$ cat src/rtl/div_unit_pkg.sv
// Shared constants for the RV32M divide unit: data width, ALU codes, FSM states.
package div_unit_pkg;

  localparam int unsigned XLEN  = 32;
  localparam int unsigned CNT_W = $clog2(XLEN);
  localparam int unsigned OP_W  = 5;

  localparam logic [XLEN-1:0] INT_MIN = {1'b1, {(XLEN-1){1'b0}}};

  // ALU control codes shared with the decode stage
  localparam logic [OP_W-1:0] ALU_ADD  = 5'd0;
  localparam logic [OP_W-1:0] ALU_DIV  = 5'd16;
  localparam logic [OP_W-1:0] ALU_DIVU = 5'd17;
  localparam logic [OP_W-1:0] ALU_REM  = 5'd18;
  localparam logic [OP_W-1:0] ALU_REMU = 5'd19;

  typedef enum logic [1:0] {
    IDLE = 2'd0,
    CALC = 2'd1,
    DONE = 2'd2
  } state_t;

  // True for the four codes this unit owns
  function automatic logic is_div_op(input logic [OP_W-1:0] op);
    return (op == ALU_DIV) || (op == ALU_DIVU) || (op == ALU_REM) || (op == ALU_REMU);
  endfunction

endpackage

$ cat src/rtl/div_unit.sv
// Iterative radix-2 restoring divider for DIV/DIVU/REM/REMU with a
// fast path for divide-by-zero and signed overflow.
module div_unit
  import div_unit_pkg::*;
(
  input  logic             clk_i,
  input  logic             rst_n_i,
  input  logic             start_i,
  input  logic [OP_W-1:0]  op_i,
  input  logic [XLEN-1:0]  dividend_i,
  input  logic [XLEN-1:0]  divisor_i,
  input  logic             flush_i,
  output logic             stall_o,
  output logic             done_o,
  output logic [XLEN-1:0]  result_o
);

  state_t            r_state;
  logic [XLEN:0]     r_rem;
  logic [XLEN-1:0]   r_quo;
  logic [XLEN-1:0]   r_div;
  logic [CNT_W-1:0]  r_cnt;
  logic              r_neg_q;
  logic              r_neg_r;
  logic              r_is_rem;
  logic              r_done;
  logic [XLEN-1:0]   r_result;

  logic              w_accept;
  logic              w_signed;
  logic              w_rem_op;
  logic              w_div0;
  logic              w_ovf;
  logic              w_a_neg;
  logic              w_b_neg;
  logic [XLEN-1:0]   w_a_mag;
  logic [XLEN-1:0]   w_b_mag;
  logic [XLEN-1:0]   w_fast_res;
  logic [XLEN:0]     w_rem_sh;
  logic              w_ge;
  logic [XLEN:0]     w_rem_nx;
  logic [XLEN-1:0]   w_quo_nx;
  logic [XLEN-1:0]   w_rem_fix;
  logic [XLEN-1:0]   w_quo_fix;
  logic [XLEN-1:0]   w_calc_res;

  // Decode, acceptance, operand magnitudes and special-case results
  always_comb begin
    w_accept   = (r_state == IDLE) & start_i & is_div_op(op_i) & ~flush_i;
    w_signed   = (op_i == ALU_DIV) | (op_i == ALU_REM);
    w_rem_op   = (op_i == ALU_REM) | (op_i == ALU_REMU);
    w_div0     = (divisor_i == '0);
    w_ovf      = w_signed & (dividend_i == INT_MIN) & (divisor_i == '1);
    w_a_neg    = w_signed & dividend_i[XLEN-1];
    w_b_neg    = w_signed & divisor_i[XLEN-1];
    w_a_mag    = w_a_neg ? (~dividend_i + XLEN'(1)) : dividend_i;
    w_b_mag    = w_b_neg ? (~divisor_i + XLEN'(1)) : divisor_i;
    w_fast_res = '0;
    if (w_div0) begin
      w_fast_res = w_rem_op ? dividend_i : '1;
    end else if (!w_rem_op) begin
      w_fast_res = INT_MIN;
    end
  end

  // One restoring step plus sign fix-up of the final quotient/remainder
  always_comb begin
    w_rem_sh   = {r_rem[XLEN-1:0], r_quo[XLEN-1]};
    w_ge       = (w_rem_sh >= {1'b0, r_div});
    w_rem_nx   = w_ge ? (w_rem_sh - {1'b0, r_div}) : w_rem_sh;
    w_quo_nx   = {r_quo[XLEN-2:0], w_ge};
    w_rem_fix  = r_neg_r ? (~w_rem_nx[XLEN-1:0] + XLEN'(1)) : w_rem_nx[XLEN-1:0];
    w_quo_fix  = r_neg_q ? (~w_quo_nx + XLEN'(1)) : w_quo_nx;
    w_calc_res = r_is_rem ? w_rem_fix : w_quo_fix;
  end

  // Control FSM with datapath registers and registered done/result
  always_ff @(posedge clk_i) begin
    if (!rst_n_i) begin
      r_state  <= IDLE;
      r_rem    <= '0;
      r_quo    <= '0;
      r_div    <= '0;
      r_cnt    <= '0;
      r_neg_q  <= 1'b0;
      r_neg_r  <= 1'b0;
      r_is_rem <= 1'b0;
      r_done   <= 1'b0;
      r_result <= '0;
    end else begin
      r_done <= 1'b0;
      case (r_state)
        IDLE: begin
          if (w_accept) begin
            r_is_rem <= w_rem_op;
            r_neg_q  <= w_a_neg ^ w_b_neg;
            r_neg_r  <= w_a_neg;
            if (w_div0 || w_ovf) begin
              r_result <= w_fast_res;
              r_done   <= 1'b1;
              r_state  <= DONE;
            end else begin
              r_rem   <= '0;
              r_quo   <= w_a_mag;
              r_div   <= w_b_mag;
              r_cnt   <= '0;
              r_state <= CALC;
            end
          end
        end
        CALC: begin
          if (flush_i) begin
            r_cnt   <= '0;
            r_state <= IDLE;
          end else begin
            r_rem <= w_rem_nx;
            r_quo <= w_quo_nx;
            r_cnt <= r_cnt + CNT_W'(1);
            if (r_cnt == CNT_W'(XLEN - 1)) begin
              r_cnt    <= '0;
              r_result <= w_calc_res;
              r_done   <= 1'b1;
              r_state  <= DONE;
            end
          end
        end
        DONE: begin
          r_state <= IDLE;
        end
        default: begin
          r_state <= IDLE;
        end
      endcase
    end
  end

  // Stall must cover the accepting cycle, so it is formed combinationally
  always_comb begin
    stall_o = w_accept | (r_state == CALC);
  end

  assign done_o   = r_done;
  assign result_o = r_result;

endmodule

$ cat config.mk
export PLATFORM = sky130hd
export DESIGN_NAME = div_unit
export DESIGN_NICKNAME = d
export VERILOG_FILES = /design/src/rtl/div_unit_pkg.sv /design/src/rtl/div_unit.sv
export SDC_FILE = /design/constraint.sdc
export NUM_CORES = 1
export LEC_CHECK = 0
export ABC_CLOCK_PERIOD_IN_PS = 7600
export CORE_MARGIN = 2
export CORE_UTILIZATION = 60
export CTS_CLUSTER_SIZE = 20
export DETAILED_ROUTE_END_ITERATION = 10
export PLACE_DENSITY = 0.91
export SLEW_MARGIN = 20
export SYNTH_ARGS = -nofsm -noshare
export SYNTH_HDL_FRONTEND = slang
export SYNTH_SLANG_ARGS = --single-unit
$ cat constraint.sdc
create_clock -name clk_i -period 7.6 [get_ports clk_i]
set_input_delay 1.52 -clock clk_i [delete_from_list [all_inputs] [get_ports clk_i]]
set_output_delay 1.52 -clock clk_i [all_outputs]
set_load 0.01 [all_outputs]
==> results of run 1 <==
## metrics by stage
stage	setup WS, ns	power [W]	std cells
2_1_floorplan	2.09	0.00141	1625
3_3_place_gp	1.63	0.00165	1894
3_5_place_dp	1.45	0.00167	1894
4_1_cts	1.52	0.00251	1926
5_1_grt	0.990	0.00263	1926
6_report	1.34	0.00254	1926
## sequential cells by signal, summed over array words and instances, names as in the netlist
signal and cells:
r_neg_r 1, r_div 32, r_quo 32, r_cnt 5, r_rem 32, r_neg_q 1, result_o 32, r_is_rem 1
r_state 2, done_o 1
## cell families after synthesis
| family | Yosys count |
|---|---|
| AND/OR/NAND/NOR | 574 |
| adder cells (fa/ha/maj) | 40 |
| AO/OA/AOI/OAI | 557 |
| multiplexers | 22 |
| XOR/XNOR | 121 |
| buffers and inverters | 172 |
| flip-flops | 139 |
## final timing paths
kind                          start  slack (ns)                         to  depth (start not counted)
max          r_div[26]$_SDFFE_PN0P_        1.34  result_o[16]$_SDFFE_PN0P_                         18
min           r_cnt[3]$_SDFFE_PN0P_        0.50      r_cnt[3]$_SDFFE_PN0P_                          2
min reg2reg   r_cnt[3]$_SDFFE_PN0P_        0.50      r_cnt[3]$_SDFFE_PN0P_                          2
max reg2reg  r_div[26]$_SDFFE_PN0P_        1.34  result_o[16]$_SDFFE_PN0P_                         18
## power by group through the flow
| stage | Clock (W) | Combinational [W] | Sequential [W] |
|---|---|---|---|
| 2_1_floorplan | 0 | 0.000654 | 0.000760 |
| 3_3_place_gp | 0 | 0.000889 | 0.000764 |
| 3_5_place_dp | 0 | 0.000901 | 0.000764 |
| 4_1_cts | 0.000851 | 0.000908 | 0.000748 |
| 5_1_grt | 0.000880 | 0.000997 | 0.000749 |
| 6_report | 0.000850 | 0.000945 | 0.000749 |
## layer usage
| metal | track usage | vias to the layer above |
|---|---|---|
| li1 | - | 6099 |
| met1 | 0.515 | 6184 |
| met2 | 0.572 | 857 |
| met3 | 0.0938 | 130 |
| met4 | 0.149 | 0 |
| met5 | 0 | - |
## final cells by class
type	instances	area, um^2
tap	265	332
inverter	57	214
clock inverter	15	163
sequential	139	2780
timing repair buffer	119	1160
fill	1605	5960
multi-input combinational	1314	8430
clock buffer	17	425
## worst min-delay path: cells and delay by family (launching register included)
family / cells / cell delay [ns]
AOI/OAI and AO/OA: 2 / 0.13
DFF: 1 / 0.32
## synthesized netlist by cell type, types with 19 or more instances
master    count  area share
xor2_1       66       0.049
clkbuf_1     83       0.026
nor4_1       21       0.011
inv_1        53       0.017
o41ai_1      20       0.015
buf_2        23      0.0097
o21ai_0     122       0.051
o211ai_1     28       0.018
dfxtp_1     139        0.23
a211oi_1     69       0.044
ha_1         39       0.041
a21oi_1     122       0.051
or4_1        19       0.012
xnor2_1      55       0.040
nor2_1      211       0.067
nor3_1       38       0.016
or3_1        28       0.015
o31ai_1      26       0.016
a22oi_1      23       0.015
nand2_1     108       0.034
nand4_1      27       0.014
a31oi_1      22       0.012
nand3_1      31       0.013
==> impl_metrics.tcl, run 1 <==
set metrics [dict create \
    status "complete, no violations" \
    via_per_inst 6.89 \
    overflow 0 \
    drc 0 \
    max_cap_viol_count 0 \
    wl_mm 40.4 \
    num_io_pins 107 \
    ir_worst_vdd_mv 0.174 \
    synth.distinct_cells 97 \
    place_area_mm2 0.0129 \
    path_clk_slew_ns 0.07 \
    synth_seq_cells 139 \
    crit_buf_inv 1 \
    worstPathMaxFanout 13 \
    drive_gt1_frac 0.0590 \
    pwr-share-comb 0.372 \
    hp-class "flop to flop" \
    switching_share 0.397 \
    intPower_w 0.00154 \
    setup_tns_ns 0 \
    post_cts_resized 0 \
    coreArea_mm2 0.0195 \
    period_needed_ns 6.26 \
    drt_iter0_drc 1786 \
    first_pass_iters 6 \
    slowest_delay_ns 0.60 \
    yosys.area_share.simple 0.239 \
    yosys_warnings 0 \
    design_area_mm2 0.0135 \
    power.leakage_nw 4.93 \
    htreeDepth 4 \
    cts_tree "done" \
    area_growth_pct 13.5 \
    syn_area_mm2 0.0119 \
    p_switching_w 0.00101 \
    pwr-share-seq 0.294 \
    clk_path_buf_depth 2 \
    n_antenna_cell 0 \
    end_kind "flop" \
    fin_nets 1761 \
    met1_length_mm 16.7 \
    critPathLaunchType "flop" \
    routed-wl-met3_mm 4.59 \
    cp.arrival_ns 6.65 \
    ys.flop_type "dfxtp_1" \
    synth_fa_ha_area_frac 0.0427 \
    fin_crit_sh 0.824 \
    crit_slowest_cell "o311a_1" \
    report.final.slew_viol_count 0 \
    cts_setup_buffers 0 \
    start_util 0.612 \
    die_h_um 145 \
    dieArea_mm2 0.0210 \
    layout_common_cells "nor2_1 (210), dfxtp_1 (139), a21oi_1 (122), o21ai_0 (122), nand2_1 (108)" \
    finalCoreUtilization 0.694 \
    crit_required_ns 7.99 \
    post-dp-hpwl_mm 29.6 \
    avgRoutedWirePerCell_um 21.0 \
    grt_pass1_vias 11500 \
    clockPowerShare 0.334 \
    maxSlewHeadroom 0.236 \
    fin_skew_ns 0.0150 \
    synth_top_family_by_area "compound AO/OA/AOI/OAI gates" \
    route.vias.total 13300 \
    met2WireLength_mm 17.6 \
    path_cells "inv_1, ha_1, a21o_1, a221oi_1, o221a_2, o311a_1, nand2_4, o21ai_0, ha_1, nand3_1, or2_2, or4_1, nor3_1, o211ai_1, nor4_1, mux2i_1, nor3_1, o21a_1" \
    synth_seq_area_share 0.234 \
    syn_inst 1625 \
    hold_viol 0 \
    clkLatencyLatePin_ns 0.45 \
    avgSynthCellArea_um2 7.33 \
    grt_start_max_net_pins 103 \
    synthArstFlopShare 0 \
    antenna_found_initial 0 \
    rows 51 \
    numCtsBuffers 17 \
    synthMuxAreaShare 0.0191 \
    whs_ns 0.498 \
    tightest_slew_ns 1.14 \
    highest_layer "met4" \
    cts.sinks 139 \
    place_congestion 1.07 \
    rsz0062_at_grt "no" \
    ant_nets 0 \
    critPathKind "flop to flop" \
    synth_edf_count 0 \
    synth_nets 1738 \
    synth-compound-area-share 0.316 \
    cts_hold_buf 0 \
    numPortBuffers 106 \
    die_x_um 145 \
    root_buffer "clkbuf_16" \
    path_delay_family "simple AND/OR/NAND/NOR gates" \
    grt_pass1_wl_mm 61.9 \
    synthXorXnorAreaFrac 0.0890 \
    cellPowerDensity_mw_per_mm2 188 \
    layout_commonest_cell "nor2_1" \
    clock.fmax_mhz 160 \
    finalSetupViolCount 0 \
    grtUsageTotal 0.377 \
]
Power figures use the tool's default switching activity.
==> run 2: changes to the inputs <==
--- a/config.mk
+++ b/config.mk
@@ -5,7 +5,7 @@
 export SDC_FILE = /design/constraint.sdc
 export NUM_CORES = 1
 export LEC_CHECK = 0
-export ABC_CLOCK_PERIOD_IN_PS = 7600
+export ABC_CLOCK_PERIOD_IN_PS = 6300
 export CORE_MARGIN = 2
 export CORE_UTILIZATION = 60
 export CTS_CLUSTER_SIZE = 20
==> constraint.sdc (replaced) <==
create_clock -name clk_i -period 6.3 [get_ports clk_i]
set_input_delay 1.26 -clock clk_i [delete_from_list [all_inputs] [get_ports clk_i]]
set_output_delay 1.26 -clock clk_i [all_outputs]
set_load 0.01 [all_outputs]
==> run 2 against run 1 <==
Against the previous run: critical path depth unchanged; design area up 0.52%; clock skew down 0.0040 ns; first-iteration DRC count up 6.4%; die area unchanged; critical endpoint is now result_o[30]$_SDFFE_PN0P_; wire length up 1.3%; highest routed layer unchanged.
==> impl_metrics.tcl, run 2 (synthesis results as in run 1) <==
set metrics [dict create \
    status "complete, no violations" \
    worstPathMaxFanout 13 \
    regToRegSetupSlack_ns 0.61 \
    num_io_pins 107 \
    highest_layer "met4" \
    fin_nets 1769 \
    root_buffer "clkbuf_16" \
    dp_slack_ns 0.775 \
    cts.sinks 139 \
    clock.fmax_mhz 176 \
    cts_tree "done" \
    wl_mm 41.0 \
    power.leakage_nw 4.97 \
    hold_viol 0 \
    fill_cells 1592 \
    ant_nets 0 \
    first_pass_iters 6 \
    reg2reg_from "r_div[6]$_SDFFE_PN0P_" \
    hp-class "flop to flop" \
    area_growth_pct 14.1 \
    die_x_um 145 \
    met1_length_mm 17.0 \
    max_cap_viol_count 0 \
    start_util 0.612 \
    report.final.slew_viol_count 0 \
    maxSlewHeadroom 0.292 \
    rows 51 \
    crit_required_ns 6.58 \
    rsz0062_at_grt "no" \
    avgRoutedWirePerCell_um 21.2 \
    antenna_found_initial 0 \
    routed-wl-met3_mm 4.68 \
    route.vias.total 13200 \
    grt_pass1_wl_mm 62.5 \
    numCtsBuffers 17 \
    min_delay_worst_endpoint "r_cnt[3]$_SDFFE_PN0P_" \
    overflow 0 \
    fin_skew_ns 0.0110 \
    tightest_slew_ns 1.06 \
    post-dp-hpwl_mm 30.7 \
    clk_path_buf_depth 2 \
    grt_start_max_net_pins 97 \
    fin_crit_sh 0.903 \
    drc 0 \
    period_needed_ns 5.69 \
    r2r_end "result_o[30]$_SDFFE_PN0P_" \
    ir_worst_vdd_mv 0.265 \
    coreArea_mm2 0.0195 \
    clkLatencyLatePin_ns 0.44 \
    setup_slack_ns 0.610 \
    end_kind "flop" \
    die_h_um 145 \
    dieArea_mm2 0.0210 \
    drive_gt1_frac 0.0629 \
    layout_commonest_cell "nor2_1" \
    cp.arrival_ns 5.97 \
    hold_path.startpoint "r_cnt[3]$_SDFFE_PN0P_" \
    path_clk_slew_ns 0.06 \
    grtUsageTotal 0.382 \
    met2WireLength_mm 18.0 \
    n_antenna_cell 0 \
    rr_worst_depth 18 \
    setup_tns_ns 0 \
    htreeDepth 4 \
    numPortBuffers 106 \
    via_per_inst 6.85 \
    place_congestion 1.03 \
    drt_iter0_drc 1900 \
    cellPowerDensity_mw_per_mm2 228 \
    layout_common_cells "nor2_1 (210), dfxtp_1 (139), a21oi_1 (122), o21ai_0 (122), nand2_1 (108)" \
    cts_setup_buffers 0 \
    min_path_cells 2 \
    finalSetupViolCount 0 \
    grt_pass1_vias 11600 \
    critPathLaunchType "flop" \
    crit_path_start "r_div[6]$_SDFFE_PN0P_" \
    critPathKind "flop to flop" \
    cts_hold_buf 0 \
    post_cts_resized 0 \
]
[run 2: stage by stage]
step	std cells	utilization	cell area [um^2]	power, W	hold slack, ns
floorplan	1625	-	11900	0.00171	0.450
global placement	1902	0.668	13000	0.00201	0.464
detailed placement	1902	0.668	13000	0.00203	0.482
CTS	1934	0.698	13600	0.00304	0.497
global route	1934	0.698	13600	0.00318	0.510
finish	1934	0.698	13600	0.00309	0.497
[run 2: worst max-delay path: stages, from the launching register on]
cell and delay (ns):
dfxtp_1 0.34, inv_1 0.05, ha_1 0.41, a21oi_4 0.30
o21ai_2 0.16, a31o_4 0.29, o31ai_4 0.58, nand2_4 0.15
o21ai_0 0.34, ha_1 0.30, nand3_1 0.10, or2_2 0.29
or4_1 0.43, nor3_1 0.23, o211ai_1 0.17, or4_1 0.60
o41ai_1 0.47, xor2_1 0.19, a41oi_1 0.14
[run 2: area by class of cell]
type	count	area [um^2]	share of cell area
clock buffer	19	433	0.0319
clock inverter	13	158	0.0116
inverter	57	214	0.0158
multi-input combinational	1314	8430	0.621
sequential	139	2780	0.205
tap	265	332	0.0244
timing repair buffer	127	1230	0.0903
[run 2: how the worst max path moves through the flow]
stage	to	slack [ns]	cells after the start
global route	result_o[30]$_SDFFE_PN0P_	0.29	17
finish	result_o[30]$_SDFFE_PN0P_	0.61	18
CTS	result_o[30]$_SDFFE_PN0P_	0.72	18
global placement	result_o[30]$_SDFFE_PN0P_	0.96	18
floorplan	result_o[30]$_SDFFE_PN0P_	0.79	23
detailed placement	result_o[30]$_SDFFE_PN0P_	0.77	17
[run 2: routing by layer]
layer  up-vias  GRT usage
li1       6092          -
met1      6208      0.535
met2       834      0.587
met3       112     0.0796
met4         0      0.126
met5         -          0
[run 2: power by group]
part	leakage, nW	internal (W)	switching [W]
clock network	0.285	0.000593	0.000436
logic	3.57	0.000405	0.000754
registers	1.12	0.000890	0.0000130
